$ cat config.mk
export PLATFORM = sky130hd
export DESIGN_NAME = arcade_input_mapper
export DESIGN_NICKNAME = d
export VERILOG_FILES = /design/src/rtl/arcade_input_pkg.sv /design/src/rtl/arcade_input_mapper_coin.sv /design/src/rtl/arcade_input_mapper.sv
export SDC_FILE = /design/constraint.sdc
export NUM_CORES = 1
export LEC_CHECK = 0
export CORE_MARGIN = 10
export CORE_UTILIZATION = 25
export DETAILED_ROUTE_END_ITERATION = 8
export DONT_BUFFER_PORTS = 1
export PLACE_DENSITY = 0.39
export SKIP_LAST_GASP = 1
export SYNTH_ARGS = -nofsm -noshare
export SYNTH_HDL_FRONTEND = slang
export SYNTH_SLANG_ARGS = --single-unit
export TNS_END_PERCENT = 1
$ cat constraint.sdc
create_clock -name clk_sys -period 6.3 [get_ports clk_sys]
set_clock_uncertainty 0.05 [all_clocks]
set_input_delay 0.945 -clock clk_sys [delete_from_list [all_inputs] [get_ports clk_sys]]
set_output_delay 0.945 -clock clk_sys [all_outputs]
set_load 0.05 [all_outputs]
$ cat src/rtl/arcade_input_pkg.sv
// Shared constants and types for the arcade input mapper: PS/2 set-2 scancodes,
// joystick bit layout, direction struct and the keymap decoder.
package arcade_input_pkg;

  localparam int MAX_PLAYERS = 4;
  localparam int MAX_BUTTONS = 4;

  localparam int JOY_RIGHT = 0;
  localparam int JOY_LEFT  = 1;
  localparam int JOY_DOWN  = 2;
  localparam int JOY_UP    = 3;
  localparam int JOY_FIRE0 = 4;

  localparam logic [7:0] SC_P1_UP = 8'h75, SC_P1_DOWN = 8'h72, SC_P1_LEFT = 8'h6B, SC_P1_RIGHT = 8'h74;
  localparam logic [7:0] SC_P1_F0 = 8'h14, SC_P1_F1 = 8'h11, SC_P1_F2 = 8'h29, SC_P1_F3 = 8'h12;
  localparam logic [7:0] SC_P2_UP = 8'h2D, SC_P2_DOWN = 8'h2B, SC_P2_LEFT = 8'h23, SC_P2_RIGHT = 8'h34;
  localparam logic [7:0] SC_P2_F0 = 8'h1C, SC_P2_F1 = 8'h1B, SC_P2_F2 = 8'h15, SC_P2_F3 = 8'h1D;
  localparam logic [7:0] SC_P3_UP = 8'h43, SC_P3_DOWN = 8'h42, SC_P3_LEFT = 8'h3B, SC_P3_RIGHT = 8'h4B;
  localparam logic [7:0] SC_P3_F0 = 8'h1A, SC_P3_F1 = 8'h22, SC_P3_F2 = 8'h21, SC_P3_F3 = 8'h2A;
  localparam logic [7:0] SC_P4_UP = 8'h3C, SC_P4_DOWN = 8'h44, SC_P4_LEFT = 8'h35, SC_P4_RIGHT = 8'h33;
  localparam logic [7:0] SC_P4_F0 = 8'h32, SC_P4_F1 = 8'h31, SC_P4_F2 = 8'h3A, SC_P4_F3 = 8'h41;
  localparam logic [7:0] SC_START1 = 8'h16, SC_START2 = 8'h1E, SC_START3 = 8'h26, SC_START4 = 8'h25;
  localparam logic [7:0] SC_COIN1 = 8'h2E, SC_COIN2 = 8'h36, SC_COIN3 = 8'h3D, SC_COIN4 = 8'h3E;
  localparam logic [7:0] SC_F1 = 8'h05, SC_F2 = 8'h06, SC_TEST = 8'h2C;

  typedef enum logic [3:0] {
    SLOT_UP, SLOT_DOWN, SLOT_LEFT, SLOT_RIGHT,
    SLOT_FIRE, SLOT_START, SLOT_ALIAS, SLOT_COIN, SLOT_TEST
  } slot_e;

  typedef struct packed {
    logic       hit;
    logic [1:0] player;
    slot_e      slot;
    logic [1:0] btn;
  } key_sel_t;

  typedef struct packed {
    logic up;
    logic down;
    logic left;
    logic right;
  } dir_t;

  function automatic key_sel_t key_sel(input logic [1:0] p, input slot_e s, input logic [1:0] b);
    key_sel_t k;
    k.hit    = 1'b1;
    k.player = p;
    k.slot   = s;
    k.btn    = b;
    return k;
  endfunction

  // Only the P1 arrows accept the extended prefix, so the keypad doubles as a stick.
  function automatic key_sel_t decode_key(input logic ext, input logic [7:0] sc);
    key_sel_t k;
    logic     arrow;
    arrow = 1'b0;
    case (sc)
      SC_P1_UP:    begin k = key_sel(2'd0, SLOT_UP,    2'd0); arrow = 1'b1; end
      SC_P1_DOWN:  begin k = key_sel(2'd0, SLOT_DOWN,  2'd0); arrow = 1'b1; end
      SC_P1_LEFT:  begin k = key_sel(2'd0, SLOT_LEFT,  2'd0); arrow = 1'b1; end
      SC_P1_RIGHT: begin k = key_sel(2'd0, SLOT_RIGHT, 2'd0); arrow = 1'b1; end
      SC_P1_F0:    k = key_sel(2'd0, SLOT_FIRE, 2'd0);
      SC_P1_F1:    k = key_sel(2'd0, SLOT_FIRE, 2'd1);
      SC_P1_F2:    k = key_sel(2'd0, SLOT_FIRE, 2'd2);
      SC_P1_F3:    k = key_sel(2'd0, SLOT_FIRE, 2'd3);
      SC_P2_UP:    k = key_sel(2'd1, SLOT_UP,    2'd0);
      SC_P2_DOWN:  k = key_sel(2'd1, SLOT_DOWN,  2'd0);
      SC_P2_LEFT:  k = key_sel(2'd1, SLOT_LEFT,  2'd0);
      SC_P2_RIGHT: k = key_sel(2'd1, SLOT_RIGHT, 2'd0);
      SC_P2_F0:    k = key_sel(2'd1, SLOT_FIRE, 2'd0);
      SC_P2_F1:    k = key_sel(2'd1, SLOT_FIRE, 2'd1);
      SC_P2_F2:    k = key_sel(2'd1, SLOT_FIRE, 2'd2);
      SC_P2_F3:    k = key_sel(2'd1, SLOT_FIRE, 2'd3);
      SC_P3_UP:    k = key_sel(2'd2, SLOT_UP,    2'd0);
      SC_P3_DOWN:  k = key_sel(2'd2, SLOT_DOWN,  2'd0);
      SC_P3_LEFT:  k = key_sel(2'd2, SLOT_LEFT,  2'd0);
      SC_P3_RIGHT: k = key_sel(2'd2, SLOT_RIGHT, 2'd0);
      SC_P3_F0:    k = key_sel(2'd2, SLOT_FIRE, 2'd0);
      SC_P3_F1:    k = key_sel(2'd2, SLOT_FIRE, 2'd1);
      SC_P3_F2:    k = key_sel(2'd2, SLOT_FIRE, 2'd2);
      SC_P3_F3:    k = key_sel(2'd2, SLOT_FIRE, 2'd3);
      SC_P4_UP:    k = key_sel(2'd3, SLOT_UP,    2'd0);
      SC_P4_DOWN:  k = key_sel(2'd3, SLOT_DOWN,  2'd0);
      SC_P4_LEFT:  k = key_sel(2'd3, SLOT_LEFT,  2'd0);
      SC_P4_RIGHT: k = key_sel(2'd3, SLOT_RIGHT, 2'd0);
      SC_P4_F0:    k = key_sel(2'd3, SLOT_FIRE, 2'd0);
      SC_P4_F1:    k = key_sel(2'd3, SLOT_FIRE, 2'd1);
      SC_P4_F2:    k = key_sel(2'd3, SLOT_FIRE, 2'd2);
      SC_P4_F3:    k = key_sel(2'd3, SLOT_FIRE, 2'd3);
      SC_START1:   k = key_sel(2'd0, SLOT_START, 2'd0);
      SC_START2:   k = key_sel(2'd1, SLOT_START, 2'd0);
      SC_START3:   k = key_sel(2'd2, SLOT_START, 2'd0);
      SC_START4:   k = key_sel(2'd3, SLOT_START, 2'd0);
      SC_COIN1:    k = key_sel(2'd0, SLOT_COIN, 2'd0);
      SC_COIN2:    k = key_sel(2'd1, SLOT_COIN, 2'd0);
      SC_COIN3:    k = key_sel(2'd2, SLOT_COIN, 2'd0);
      SC_COIN4:    k = key_sel(2'd3, SLOT_COIN, 2'd0);
      SC_F1:       k = key_sel(2'd0, SLOT_ALIAS, 2'd0);
      SC_F2:       k = key_sel(2'd1, SLOT_ALIAS, 2'd0);
      SC_TEST:     k = key_sel(2'd0, SLOT_TEST, 2'd0);
      default:     k = '0;
    endcase
    if (ext && !arrow) k.hit = 1'b0;
    return k;
  endfunction

endpackage

$ cat src/rtl/arcade_input_mapper_coin.sv
// Per-player coin stretcher: a raw rising edge starts a fixed-length pulse;
// COIN_PULSE = 0 turns it into a level pass-through.
module coin_pulse_stretch #(
  parameter int COIN_PULSE = 600000
) (
  input  logic clk_sys,
  input  logic reset,
  input  logic raw,
  output logic pulse
);

  generate
    if (COIN_PULSE == 0) begin : g_level
      logic unused_clk_rst;
      assign unused_clk_rst = clk_sys ^ reset;
      assign pulse = raw;
    end else begin : g_stretch
      localparam int CW = $clog2(COIN_PULSE + 1);
      logic [CW-1:0] cnt_reg;
      logic          raw_prev_reg;

      // Edges arriving while a pulse is running are dropped, not queued.
      always_ff @(posedge clk_sys) begin
        if (reset) begin
          cnt_reg      <= '0;
          raw_prev_reg <= 1'b0;
        end else begin
          raw_prev_reg <= raw;
          if (raw && !raw_prev_reg && cnt_reg == '0)
            cnt_reg <= CW'(COIN_PULSE);
          else if (cnt_reg != '0)
            cnt_reg <= cnt_reg - CW'(1);
        end
      end

      assign pulse = (cnt_reg != '0);
    end
  endgenerate

endmodule

$ cat src/rtl/arcade_input_mapper.sv
// PS/2 + joystick to active-low arcade control mapper with optional rotation.
// Build option: define INPUT_SOCD_EN for neutral opposing-direction cleaning.
module arcade_input_mapper
  import arcade_input_pkg::*;
#(
  parameter int PLAYERS    = 2,
  parameter int BUTTONS    = 2,
  parameter int COIN_PULSE = 600000
) (
  input  logic                       clk_sys,
  input  logic                       reset,
  input  logic [10:0]                ps2_key,
  input  logic [16*PLAYERS-1:0]      joystick,
  input  logic                       rotate,
  output logic [PLAYERS-1:0]         o_up_n,
  output logic [PLAYERS-1:0]         o_down_n,
  output logic [PLAYERS-1:0]         o_left_n,
  output logic [PLAYERS-1:0]         o_right_n,
  output logic [BUTTONS*PLAYERS-1:0] o_fire_n,
  output logic [PLAYERS-1:0]         o_start_n,
  output logic [PLAYERS-1:0]         o_coin_n,
  output logic                       o_test_n
);

  logic     old_toggle_reg;
  logic     key_load;
  logic     key_pressed;
  key_sel_t sel;
  logic     key_test_reg;
  logic     unused_joy;

  logic [PLAYERS-1:0]         up_w, down_w, left_w, right_w, start_w, coin_w;
  logic [BUTTONS*PLAYERS-1:0] fire_w;

  assign sel         = decode_key(ps2_key[8], ps2_key[7:0]);
  assign key_pressed = ps2_key[9];
  assign key_load    = (ps2_key[10] != old_toggle_reg) && sel.hit;
  assign unused_joy  = ^joystick;

  // Tracking the toggle through reset too means a stale toggle never fires an event.
  always_ff @(posedge clk_sys) begin
    old_toggle_reg <= ps2_key[10];
  end

  always_ff @(posedge clk_sys) begin
    if (reset)
      key_test_reg <= 1'b0;
    else if (key_load && sel.slot == SLOT_TEST)
      key_test_reg <= key_pressed;
  end

  genvar gi;
  generate
    for (gi = 0; gi < PLAYERS; gi++) begin : g_player
      dir_t               key_dir_reg;
      logic [BUTTONS-1:0] key_fire_reg;
      logic               key_start_reg, key_alias_reg, key_coin_reg;
      logic               sel_here, coin_raw;
      dir_t               raw_dir, rot_dir, fin_dir;

      assign sel_here = key_load && (sel.player == 2'(gi));

      always_ff @(posedge clk_sys) begin
        if (reset) begin
          key_dir_reg   <= '0;
          key_fire_reg  <= '0;
          key_start_reg <= 1'b0;
          key_alias_reg <= 1'b0;
          key_coin_reg  <= 1'b0;
        end else if (sel_here) begin
          case (sel.slot)
            SLOT_UP:    key_dir_reg.up    <= key_pressed;
            SLOT_DOWN:  key_dir_reg.down  <= key_pressed;
            SLOT_LEFT:  key_dir_reg.left  <= key_pressed;
            SLOT_RIGHT: key_dir_reg.right <= key_pressed;
            SLOT_START: key_start_reg     <= key_pressed;
            SLOT_ALIAS: key_alias_reg     <= key_pressed;
            SLOT_COIN:  key_coin_reg      <= key_pressed;
            SLOT_FIRE: begin
              for (int b = 0; b < BUTTONS; b++)
                if (sel.btn == 2'(b)) key_fire_reg[b] <= key_pressed;
            end
            default: ;
          endcase
        end
      end

      always_comb begin
        raw_dir.up    = key_dir_reg.up    | joystick[16*gi + JOY_UP];
        raw_dir.down  = key_dir_reg.down  | joystick[16*gi + JOY_DOWN];
        raw_dir.left  = key_dir_reg.left  | joystick[16*gi + JOY_LEFT];
        raw_dir.right = key_dir_reg.right | joystick[16*gi + JOY_RIGHT];
        rot_dir = raw_dir;
        if (rotate) begin
          rot_dir.up    = raw_dir.left;
          rot_dir.down  = raw_dir.right;
          rot_dir.left  = raw_dir.down;
          rot_dir.right = raw_dir.up;
        end
`ifdef INPUT_SOCD_EN
        fin_dir.up    = rot_dir.up    & ~rot_dir.down;
        fin_dir.down  = rot_dir.down  & ~rot_dir.up;
        fin_dir.left  = rot_dir.left  & ~rot_dir.right;
        fin_dir.right = rot_dir.right & ~rot_dir.left;
`else
        fin_dir = rot_dir;
`endif
      end

      assign up_w[gi]    = fin_dir.up;
      assign down_w[gi]  = fin_dir.down;
      assign left_w[gi]  = fin_dir.left;
      assign right_w[gi] = fin_dir.right;
      assign fire_w[gi*BUTTONS +: BUTTONS] = key_fire_reg | joystick[16*gi + JOY_FIRE0 +: BUTTONS];
      assign start_w[gi] = key_start_reg | key_alias_reg | joystick[16*gi + JOY_FIRE0 + BUTTONS];
      assign coin_raw    = key_coin_reg | joystick[16*gi + JOY_FIRE0 + BUTTONS + 1];

      coin_pulse_stretch #(
        .COIN_PULSE (COIN_PULSE)
      ) u_coin (
        .clk_sys (clk_sys),
        .reset   (reset),
        .raw     (coin_raw),
        .pulse   (coin_w[gi])
      );
    end
  endgenerate

  always_ff @(posedge clk_sys) begin
    if (reset) begin
      o_up_n    <= '1;
      o_down_n  <= '1;
      o_left_n  <= '1;
      o_right_n <= '1;
      o_fire_n  <= '1;
      o_start_n <= '1;
      o_coin_n  <= '1;
      o_test_n  <= 1'b1;
    end else begin
      o_up_n    <= ~up_w;
      o_down_n  <= ~down_w;
      o_left_n  <= ~left_w;
      o_right_n <= ~right_w;
      o_fire_n  <= ~fire_w;
      o_start_n <= ~start_w;
      o_coin_n  <= ~coin_w;
      o_test_n  <= ~key_test_reg;
    end
  end

endmodule
==> results of run 1 <==
-- critical path: cells and delay by family --
kind               cells  cell delay [ns]
AOI/OAI and AO/OA      3             0.85
muxes                  1             0.15
and+or+nand+nor        3             1.36
-- worst paths after layout --
check                                                             start                                       to  slack (ns)  cells past startpoint
worst max-delay path                                         ps2_key[5]                 g_player[0].key_coin_reg        3.13                      7
worst min-delay path                        g_player[1].key_fire_reg[0]                              o_fire_n[2]        0.40                      1
worst max register to register  g_player[1].u_coin.g_stretch.cnt_reg[7]  g_player[1].u_coin.g_stretch.cnt_reg[0]        3.29                      6
worst min register to register              g_player[1].key_fire_reg[0]                              o_fire_n[2]        0.40                      1
-- cells by family after synthesis --
kind of cell,synth area share (%)
xor+xnor,5.06
fa+ha+maj,0.579
compound gates,15.8
mux,4.89
simple gates,33.2
flops,36.6
buf+inv,3.88
-- cell usage after synthesis (10+ instances only) --
| cell | n |
|---|---|
| sky130_fd_sc_hd__nor2_1 | 59 |
| sky130_fd_sc_hd__clkbuf_1 | 11 |
| sky130_fd_sc_hd__mux2i_1 | 20 |
| sky130_fd_sc_hd__nor3_1 | 36 |
| sky130_fd_sc_hd__nand2b_1 | 33 |
| sky130_fd_sc_hd__buf_2 | 13 |
| sky130_fd_sc_hd__o21ai_0 | 14 |
| sky130_fd_sc_hd__a21oi_1 | 10 |
| sky130_fd_sc_hd__dfxtp_1 | 79 |
| sky130_fd_sc_hd__xnor2_1 | 16 |
| sky130_fd_sc_hd__a211oi_1 | 17 |
| sky130_fd_sc_hd__nand2_1 | 25 |
-- layer usage --
metal	global-route usage, %	share of wire [%]
met5	0	0
met4	3.43	1.7
met3	3.27	6.5
met2	15.6	47
met1	12.8	45
-- final cells by class --
cell class | instances | area (um^2)
tap | 225 | 282
fill | 1853 | 12300
clock inverter | 4 | 70.1
multi-input combinational | 390 | 2570
inverter | 10 | 37.5
clock buffer | 11 | 243
sequential | 79 | 1580
-- power by group --
group          switching (mW)  internal, mW
clock network           0.202         0.354
logic                   0.337         0.241
registers               0.118         0.603
==> impl_results.rst, run 1 <==
.. list-table::
   :header-rows: 1

   * - Metric
     - Value
   * - Run status
     - finished clean
   * - Placer congestion estimate
     - 0.869
   * - Cell count after synthesis
     - 507
   * - Commonest non-fill, non-tap cell in the layout
     - sky130_fd_sc_hd__dfxtp_1
   * - Cell row count
     - 48
   * - First DRT Iteration DRCs
     - 391
   * - Max FFs per register
     - 40
   * - Overall Power
     - around 1.9 mW
   * - Cell types occupying the most area after synthesis
     - sky130_fd_sc_hd__dfxtp_1 37%, sky130_fd_sc_hd__nor2_1 5.1%, sky130_fd_sc_hd__nand2b_1 4.8%
   * - # H-tree levels
     - 3
   * - Horiz. Die Dim
     - between 150 and 200 um
   * - Buffer cell driving the clock tree root
     - sky130_fd_sc_hd__clkbuf_16
   * - Fin util
     - 28.0%
   * - Leakage power
     - 1.72 nW
   * - Largest area contributor in the synthesized netlist
     - sky130_fd_sc_hd__dfxtp_1
   * - Routed Antenna Nets
     - 0
   * - CTS tree
     - built
   * - Number of vias after detailed routing
     - approximately 3,600
   * - Maximum fanout encountered on the critical timing path
     - 19
   * - Cts repair resizes
     - 0
   * - Antenna diodes
     - 0
   * - Average size of a mapped cell
     - 8.53 um^2
   * - Post-detailed-placement cell area
     - between 4000 and 5000 um^2
   * - Congestion Overflow GR
     - 0
   * - Number of input and output port buffers inserted
     - 0
   * - CP peak stage delay
     - 1.00 ns
   * - Worst hold-check slack
     - 0.396 ns
   * - Num ports
     - 63
   * - Accumulated negative setup slack
     - 0 ns
   * - CTS buffer count
     - 9
   * - Total of flip-flops plus latches after synthesis
     - 79
   * - Max-cap viol count
     - 0
   * - Worst slack at placement
     - 2.74 ns
   * - Die height
     - 152 um
   * - Post-CTS Repair Setup Buffers
     - 0
   * - Maximum number of pins on one net before global-route repair
     - 59
   * - CTS sink cnt
     - 79
   * - Leading cell types in the layout, fill and taps excluded
     - 79 x sky130_fd_sc_hd__dfxtp_1, 59 x sky130_fd_sc_hd__nor2_1, 36 x sky130_fd_sc_hd__nor3_1
   * - Post-route worst setup slack
     - between 3 and 4 ns
   * - Mapped Area
     - 4320 um^2
   * - Hold violation total from the final report
     - 0
   * - Critical Path Slowest Stage Cell
     - sky130_fd_sc_hd__nor4b_1
   * - Power density over cell area
     - 388 nW/um^2
   * - Area of all placed cells without fillers
     - around 4800 um^2
   * - Layout Nets
     - 538
   * - Syn nets
     - 555
   * - Buffers from clock root to sink, at most
     - 2
   * - Slew at the pin with the worst max-slew slack
     - approximately 1.2 ns
   * - Global router's overall resource usage
     - around a tenth
   * - Area share of the largest cell type after synthesis
     - 36.6%
   * - Crit path capture type
     - flop
   * - Routed WL per cell
     - 15.9 um
   * - Final number of setup-violating endpoints
     - 0
   * - Starting density of the core
     - 25.3%
   * - Worst-case headroom to the max-slew limit
     - 18.7%
   * - Ratio of routed vias to standard cells
     - 5.05
   * - Worst VDD drop
     - 0.189 mV
   * - Clock-pin transition on the worst setup and hold timing paths
     - 0.06 ns
   * - Vias in the first global route
     - 3,455
   * - Crit-path cells
     - nor4b_1, o31ai_1, o311ai_1, nor3_2, a211oi_4, nand4_1, mux2i_1
   * - Final period util
     - 50.3%
   * - Area enclosed by the die boundary
     - 23,000 um^2
   * - Area growth from synthesis to final layout
     - 10.7%
   * - Final max-slew violation count
     - 0
   * - Cell Count Post-Placement
     - 704
   * - Length of the first detailed-routing pass in iterations
     - 4
   * - Insertion delay to the later sink of the worst-skew pair
     - 0.34 ns
   * - Primary FF master, synth
     - sky130_fd_sc_hd__dfxtp_1
   * - Path type of the worst min-delay path
     - reg -> reg
   * - Cts-stage hold buffer count
     - 0
   * - EDFF count, synth
     - 0
   * - Number of non-filler instances in the completed layout
     - approximately 700
   * - Maximum clock frequency
     - roughly 320 MHz
   * - Post-route DRC
     - 0
   * - Total core area
     - 17,100 um^2
   * - Crit start category
     - input port
   * - Sequential area share after synthesis
     - between 30% and 40%
   * - Data required time at the worst endpoint
     - 6.44 ns
   * - Distinct cell type count after synthesis
     - 68
   * - Final wirelength
     - 11,500 um
   * - Worst Setup Path Type
     - in -> reg
   * - Worst path arrival time
     - 3.31 ns
   * - Initial antenna violation count
     - 0
   * - Share of synthesized flip-flops with an asynchronous set or reset
     - 0%
   * - Estimated wirelength of the detail-placed design
     - 8040 um
   * - First-pass GRT wire length
     - 18,500 um
   * - Fraction of layout instances using a drive strength above 1
     - between 6 and 7%
   * - Unrepaired setup endpoints after global routing
     - no
   * - Number of warnings reported in the yosys synthesis log
     - 0
   * - Min Tclk post-route
     - about 3.2 ns
Power figures use the tool's default switching activity.
==> inputs of run 2 (changes only) <==
PLACE_DENSITY = 0.41   (was 0.39)
clock period = 2.9 ns   (was 6.3 ns; I/O delays follow)
==> run 2 against run 1 <==
Compared with the run above:
- non-clock buffer count increased by 22
- global-route usage up 0.19 points
- clock power is 110% higher
- sequential cell count is the same
- wire length increased by 0.71%
- power increased by 120%
- core utilization rose by 0.87 points
- combinational power rose by 130%
- sequential power rose by 120%
==> impl_results.rst, run 2 (same netlist as run 1, synthesis figures left out) <==
.. list-table::
   :header-rows: 1

   * - Metric
     - Value
   * - Run status
     - finished clean
   * - First DRT Iteration DRCs
     - approximately 210
   * - Leading cell types in the layout, fill and taps excluded
     - 79 x sky130_fd_sc_hd__dfxtp_1, 59 x sky130_fd_sc_hd__nor2_1, 36 x sky130_fd_sc_hd__nor3_1
   * - Clock-pin transition on the worst setup and hold timing paths
     - 0.06 ns
   * - Post-CTS Repair Setup Buffers
     - 0
   * - First-pass GRT wire length
     - approximately 19,000 um
   * - Post-route worst setup slack
     - between 0.2 and 0.3 ns
   * - Fraction of layout instances using a drive strength above 1
     - between 10% and 20%
   * - Critical Path Slowest Stage Cell
     - sky130_fd_sc_hd__nor4b_1
   * - CTS sink cnt
     - 79
   * - Global router's overall resource usage
     - between 10% and 20%
   * - Cell row count
     - 48
   * - Vias in the first global route
     - 3,654
   * - Ratio of routed vias to standard cells
     - approximately 5.1
   * - Hold violation total from the final report
     - 0
   * - Leakage power
     - 1.81 nW
   * - CTS buffer count
     - 9
   * - Number of vias after detailed routing
     - between 3,000 and 4,000
   * - Starting density of the core
     - 25.3%
   * - Category of cells accounting for the largest share of critical-path delay
     - simple AND/OR/NAND/NOR gates
   * - Buffers from clock root to sink, at most
     - 2
   * - Initial antenna violation count
     - 1
   * - Final wirelength
     - 11,500 um
   * - Horiz. Die Dim
     - 152 um
   * - Slew at the pin with the worst max-slew slack
     - 0.866 ns
   * - Maximum number of pins on one net before global-route repair
     - 59
   * - Maximum fanout encountered on the critical timing path
     - 10
   * - CTS tree
     - built
   * - Congestion Overflow GR
     - 0
   * - Worst path arrival time
     - 2.79 ns
   * - CP peak stage delay
     - 0.51 ns
   * - Routed WL per cell
     - 15.6 um
   * - Number of input and output port buffers inserted
     - 0
   * - Unrepaired setup endpoints after global routing
     - no
   * - Path type of the worst min-delay path
     - in -> reg
   * - Worst hold-check slack
     - 0.0631 ns
   * - Accumulated negative setup slack
     - 0 ns
   * - Max FFs per register
     - 40
   * - Origin of the critical flop-to-flop path
     - g_player[0].u_coin.g_stretch.cnt_reg[0]
   * - Crit start category
     - flop
   * - Cts-stage hold buffer count
     - 0
   * - Area growth from synthesis to final layout
     - 14.2%
   * - Origin of the worst min-delay path
     - ps2_key[10]
   * - Min Tclk post-route
     - between 2 and 3 ns
   * - Buffer cell driving the clock tree root
     - sky130_fd_sc_hd__clkbuf_16
   * - Area of all placed cells without fillers
     - 4940 um^2
   * - Antenna diodes
     - 0
   * - Final max-slew violation count
     - 0
   * - Maximum clock frequency
     - 382 MHz
   * - Fillcell total
     - 1,839
   * - Total core area
     - 17,100 um^2
   * - Worst-case headroom to the max-slew limit
     - around two fifths
   * - Cts repair resizes
     - 0
   * - Routed Antenna Nets
     - 0
   * - Length of the first detailed-routing pass in iterations
     - 4
   * - Power density over cell area
     - 823 nW/um^2
   * - Data required time at the worst endpoint
     - 3.07 ns
   * - Worst setup startpoint
     - g_player[0].u_coin.g_stretch.cnt_reg[0]
   * - Final period util
     - 90.4%
   * - Area enclosed by the die boundary
     - ~23,000 um^2
   * - Layout Nets
     - 560
   * - Post-detailed-placement cell area
     - between 4000 and 5000 um^2
   * - Placer congestion estimate
     - 0.844
   * - Max-cap viol count
     - 0
   * - Worst path buffer plus inverter count
     - 1
   * - Crit path capture type
     - flop
   * - Worst slack at placement
     - between 0.07 and 0.08 ns
   * - Worst Setup Path Type
     - reg -> reg
   * - Estimated wirelength of the detail-placed design
     - 8300 um
   * - # H-tree levels
     - 3
   * - Commonest non-fill, non-tap cell in the layout
     - sky130_fd_sc_hd__dfxtp_1
   * - Worst VDD drop
     - about 0.38 mV
   * - Num ports
     - 63
   * - Final number of setup-violating endpoints
     - 0
   * - Die height
     - about 150 um
   * - Crit-path cells
     - inv_1, ha_1, nor2b_1, nor4b_1, nand4_1, nor3_2, or2_1, a211oi_1
   * - Post-route DRC
     - 0
   * - Insertion delay to the later sink of the worst-skew pair
     - 0.34 ns
run 2: area by class of cell:
class	count	area [um^2]	share of cell area (%)
multi-input combinational	390	2570	52.2
timing repair buffer	22	165	3.35
clock inverter	7	71.3	1.44
sequential	79	1580	32.0
inverter	10	37.5	0.760
clock buffer	9	225	4.56
tap	225	282	5.70
run 2: power by group:
part / internal, mW / switching, mW
clock network: 0.666 / 0.473
registers: 1.31 / 0.263
logic: 0.599 / 0.755
run 2: worst register-to-register path, stage by stage (launching register included):
cell and delay [ns]:
sky130_fd_sc_hd__dfxtp_1 0.31, sky130_fd_sc_hd__inv_1 0.09, sky130_fd_sc_hd__ha_1 0.16, sky130_fd_sc_hd__nor2b_1 0.22
sky130_fd_sc_hd__nor4b_1 0.51, sky130_fd_sc_hd__nand4_1 0.43, sky130_fd_sc_hd__nor3_2 0.28, sky130_fd_sc_hd__or2_1 0.36
sky130_fd_sc_hd__a211oi_1 0.09
run 2: worst paths after layout:
check                                                          endpoint  slack, ns  cells after the start
worst max-delay path            g_player[0].u_coin.g_stretch.cnt_reg[1]       0.28                      8
worst min register to register                              o_fire_n[0]       0.40                      1
worst min-delay path                                     old_toggle_reg       0.06                      0
worst max register to register  g_player[0].u_coin.g_stretch.cnt_reg[1]       0.28                      8
run 2: through the flow:
stage / utilization (%) / power (mW) / instances
floorplan: - / 2.62 / 507
global placement: 27.1 / 2.91 / 726
detailed placement: 27.1 / 2.95 / 726
CTS: 28.8 / 4.11 / 742
global route: 28.8 / 4.39 / 742
finish: 28.8 / 4.07 / 742
run 2: per-layer routing:
| layer | global-route usage (%) | vias to the layer above | share of wire, % |
|---|---|---|---|
| li1 | - | 1873 | - |
| met5 | 0 | - | 0.11 |
| met1 | 12.1 | 1787 | 43 |
| met2 | 15.9 | 112 | 45 |
| met4 | 5.00 | 2 | 3.0 |
| met3 | 4.07 | 23 | 8.1 |
==> inputs of run 3 (changes only) <==
ABC_AREA = 1   (was unset)
GPL_TIMING_DRIVEN = 1   (was unset)
==> run 3 against run 2 <==
Compared with the run above:
- cell area is 1.7% higher
- via count is 12% higher
- count of clock-buffer cells in the layout is 2 higher
- non-clock buffer count shrank 17
- combinational power rose by 39%
- clock power up 8%
- final cell count up 26%
- sequential share of layout area down 0.53 points
- setup slack better by 0.27 ns
- critical path depth is 6 higher
- synthesized area grew 3.1%
- wire length up 9.9%
==> impl_results.rst, run 3 <==
.. list-table::
   :header-rows: 1

   * - Metric
     - Value
   * - Run status
     - finished clean
   * - Final number of setup-violating endpoints
     - 0
   * - Layout Nets
     - approximately 760
   * - Data required time at the worst endpoint
     - a little over 3 ns
   * - Worst path arrival time
     - 2.54 ns
   * - Horiz. Die Dim
     - 154 um
   * - Area of all placed cells without fillers
     - around 5000 um^2
   * - Starting density of the core
     - 25.6%
   * - Die height
     - 154 um
   * - Clock-pin transition on the worst setup and hold timing paths
     - 0.06 ns
   * - Fraction of layout instances using a drive strength above 1
     - 7.72%
   * - EDFF count, synth
     - 0
   * - Hold violation total from the final report
     - 0
   * - Buffers from clock root to sink, at most
     - 2
   * - Length of the first detailed-routing pass in iterations
     - 4
   * - RR Endpoint
     - g_player[0].u_coin.g_stretch.cnt_reg[19]
   * - Routed WL per cell
     - 13.5 um
   * - Sequential fraction of design power
     - between 30% and 40%
   * - Switching power
     - around 1.9 mW
   * - # H-tree levels
     - 3
   * - Area growth from synthesis to final layout
     - 12.6%
   * - Initial antenna violation count
     - 0
   * - Post-CTS Repair Setup Buffers
     - 0
   * - Distinct cell type count after synthesis
     - 38
   * - Worst reg-to-reg setup slack
     - 0.54 ns
   * - Vias in the first global route
     - 4,231
   * - Crit start category
     - flop
   * - Leakage power
     - 2.49 nW
   * - Proportion of power drawn by the clock network
     - 25.9%
   * - Syn nets
     - roughly 750
   * - Routed Antenna Nets
     - 0
   * - Area share of the largest cell type after synthesis
     - 35.5%
   * - Number of vias after detailed routing
     - 4,256
   * - Mapped Area
     - 4460 um^2
   * - Gate power share
     - between 30% and 40%
   * - Maximum clock frequency
     - 425 MHz
   * - Total of flip-flops plus latches after synthesis
     - roughly 80
   * - CTS sink cnt
     - 79
   * - First-pass GRT wire length
     - 21,200 um
   * - Primary FF master, synth
     - sky130_fd_sc_hd__dfxtp_1
   * - First DRT Iteration DRCs
     - between 200 and 300
   * - Cell types occupying the most area after synthesis
     - sky130_fd_sc_hd__dfxtp_1 35%, sky130_fd_sc_hd__nand2_1 16%, sky130_fd_sc_hd__nor2_1 12%
   * - Ratio of routed vias to standard cells
     - 4.54
   * - Power density over cell area
     - 949 nW/um^2
   * - Cell count after synthesis
     - 704
   * - Post-detailed-placement cell area
     - 4700 um^2
   * - CTS buffer count
     - 9
   * - Number of warnings reported in the yosys synthesis log
     - 0
   * - Largest area contributor in the synthesized netlist
     - sky130_fd_sc_hd__dfxtp_1
   * - Path type of the worst min-delay path
     - in -> reg
   * - CTS tree
     - built
   * - Origin of the worst min-delay path
     - ps2_key[10]
   * - Insertion delay to the later sink of the worst-skew pair
     - between 0.3 and 0.4 ns
   * - Post-route DRC
     - 0
   * - Worst-case headroom to the max-slew limit
     - 59.4%
   * - Origin of the critical flop-to-flop path
     - g_player[0].u_coin.g_stretch.cnt_reg[0]
   * - Buffer cell driving the clock tree root
     - sky130_fd_sc_hd__clkbuf_16
   * - Worst hold-check slack
     - around 0.067 ns
   * - Maximum fanout encountered on the critical timing path
     - 4
   * - Register area
     - 1580 um^2
   * - Crit path capture type
     - flop
   * - Congestion Overflow GR
     - 0
   * - Cell row count
     - 48
   * - Slew at the pin with the worst max-slew slack
     - roughly 0.6 ns
   * - Global router's overall resource usage
     - 10.9%
   * - Final wirelength
     - ~13,000 um
   * - Final max-slew violation count
     - 0
   * - Max FFs per register
     - 40
   * - Internal
     - about 2.8 mW
   * - Post-synth top cells
     - 187 x sky130_fd_sc_hd__nand2_1, 146 x sky130_fd_sc_hd__nor2_1, 79 x sky130_fd_sc_hd__dfxtp_1
   * - Max-cap viol count
     - 0
   * - Accumulated negative setup slack
     - 0 ns
   * - Cts repair resizes
     - 0
   * - Num ports
     - between 60 and 70
   * - Hold Path End
     - old_toggle_reg
   * - Instance count along the most critical hold path
     - 0
   * - Maximum number of pins on one net before global-route repair
     - 18
   * - Antenna diodes
     - 0
   * - Sequential area share after synthesis
     - 35.5%
   * - Switching share of power
     - 40.5%
   * - Placer congestion estimate
     - 0.887
   * - Multi-input gate area
     - 2510 um^2
   * - Share of synthesized flip-flops with an asynchronous set or reset
     - 0%
   * - Min Tclk post-route
     - 2.36 ns
   * - Leading cell types in the layout, fill and taps excluded
     - 187 x sky130_fd_sc_hd__nand2_1, 146 x sky130_fd_sc_hd__nor2_1, 79 x sky130_fd_sc_hd__dfxtp_1
   * - Number of cells on the worst reg-to-reg path
     - 14
   * - Area enclosed by the die boundary
     - 23,600 um^2
   * - Worst setup startpoint
     - g_player[0].u_coin.g_stretch.cnt_reg[0]
   * - Number of input and output port buffers inserted
     - 0
   * - Total core area
     - around 17,000 um^2
   * - Cell with the most instances after synthesis
     - sky130_fd_sc_hd__nand2_1
   * - Cts-stage hold buffer count
     - 0
   * - Unrepaired setup endpoints after global routing
     - no
   * - Average size of a mapped cell
     - roughly 6.3 um^2
   * - Worst Setup Path Type
     - reg -> reg
   * - Estimated wirelength of the detail-placed design
     - 10,000 um
   * - Commonest non-fill, non-tap cell in the layout
     - sky130_fd_sc_hd__nand2_1
   * - Worst VDD drop
     - 0.410 mV
   * - Fillcell total
     - 1,949
   * - Final period util
     - 81.2%
run 3: worst max-delay path, cell delays in order, from the launching register on:
cell and delay (ns):
sky130_fd_sc_hd__dfxtp_1 0.38, sky130_fd_sc_hd__inv_1 0.10, sky130_fd_sc_hd__ha_1 0.24, sky130_fd_sc_hd__nand2_1 0.15
sky130_fd_sc_hd__nor2_1 0.07, sky130_fd_sc_hd__nand3_1 0.10, sky130_fd_sc_hd__nand2_1 0.11, sky130_fd_sc_hd__nor2_1 0.26
sky130_fd_sc_hd__inv_1 0.07, sky130_fd_sc_hd__nor3_1 0.28, sky130_fd_sc_hd__nand2_1 0.16, sky130_fd_sc_hd__inv_1 0.10
sky130_fd_sc_hd__nand3_1 0.07, sky130_fd_sc_hd__nand2_1 0.06, sky130_fd_sc_hd__nor2_1 0.05
run 3: cell families after synthesis:
kind of cell | after synthesis | share of synthesized area (%)
DFF | 79 | 35.5
xor gates and xnor gates | 12 | 2.36
AOI/OAI and AO/OA | 81 | 10.6
and+or+nand+nor | 442 | 42.9
buffers and inverters | 88 | 8.14
adders and majority gates | 2 | 0.561
run 3: worst max path at each step:
| stage | to | slack (ns) | cells past startpoint |
|---|---|---|---|
| floorplan | g_player[0].key_dir_reg[1] | 0.88 | 15 |
| global placement | g_player[0].key_coin_reg | 0.47 | 14 |
| detailed placement | g_player[0].key_coin_reg | 0.46 | 14 |
| CTS | g_player[0].u_coin.g_stretch.cnt_reg[19] | 0.54 | 14 |
| global route | g_player[0].u_coin.g_stretch.cnt_reg[19] | 0.35 | 14 |
| finish | g_player[0].u_coin.g_stretch.cnt_reg[19] | 0.54 | 14 |
run 3: final cells by class:
class                      count  share of cell area [%]
clock buffer                  11                    4.84
inverter                      75                    5.61
multi-input combinational    537                    50.1
clock inverter                 5                    1.62
tap                          225                    5.61
timing repair buffer           5                   0.748
sequential                    79                    31.5
run 3: metal layers:
layer | global-route usage, % | part of all wire (%) | wire, um
met5 | 0 | 0 | 0
met4 | 3.55 | 1.0 | 129
met3 | 3.10 | 4.0 | 512
met2 | 18.7 | 49 | 6250
met1 | 12.7 | 46 | 5800
run 3: stage by stage:
stage / power (mW) / util [%] / setup WS [ns] / instances
after floorplan: 3.14 / - / 0.875 / 704
after global placement: 3.55 / 27.0 / 0.470 / 921
after detailed placement: 3.56 / 27.0 / 0.456 / 921
after CTS: 4.83 / 28.8 / 0.545 / 937
after global routing: 5.21 / 28.8 / 0.348 / 937
final: 4.76 / 28.8 / 0.545 / 937
run 3: power by group through the flow:
stage | clock (mW) | combinational, mW | sequential (mW)
2_1_floorplan | 0 | 1.53 | 1.61
3_3_place_gp | 0 | 1.87 | 1.68
3_5_place_dp | 0 | 1.88 | 1.68
4_1_cts | 1.28 | 1.89 | 1.66
5_1_grt | 1.32 | 2.20 | 1.69
6_report | 1.23 | 1.87 | 1.66
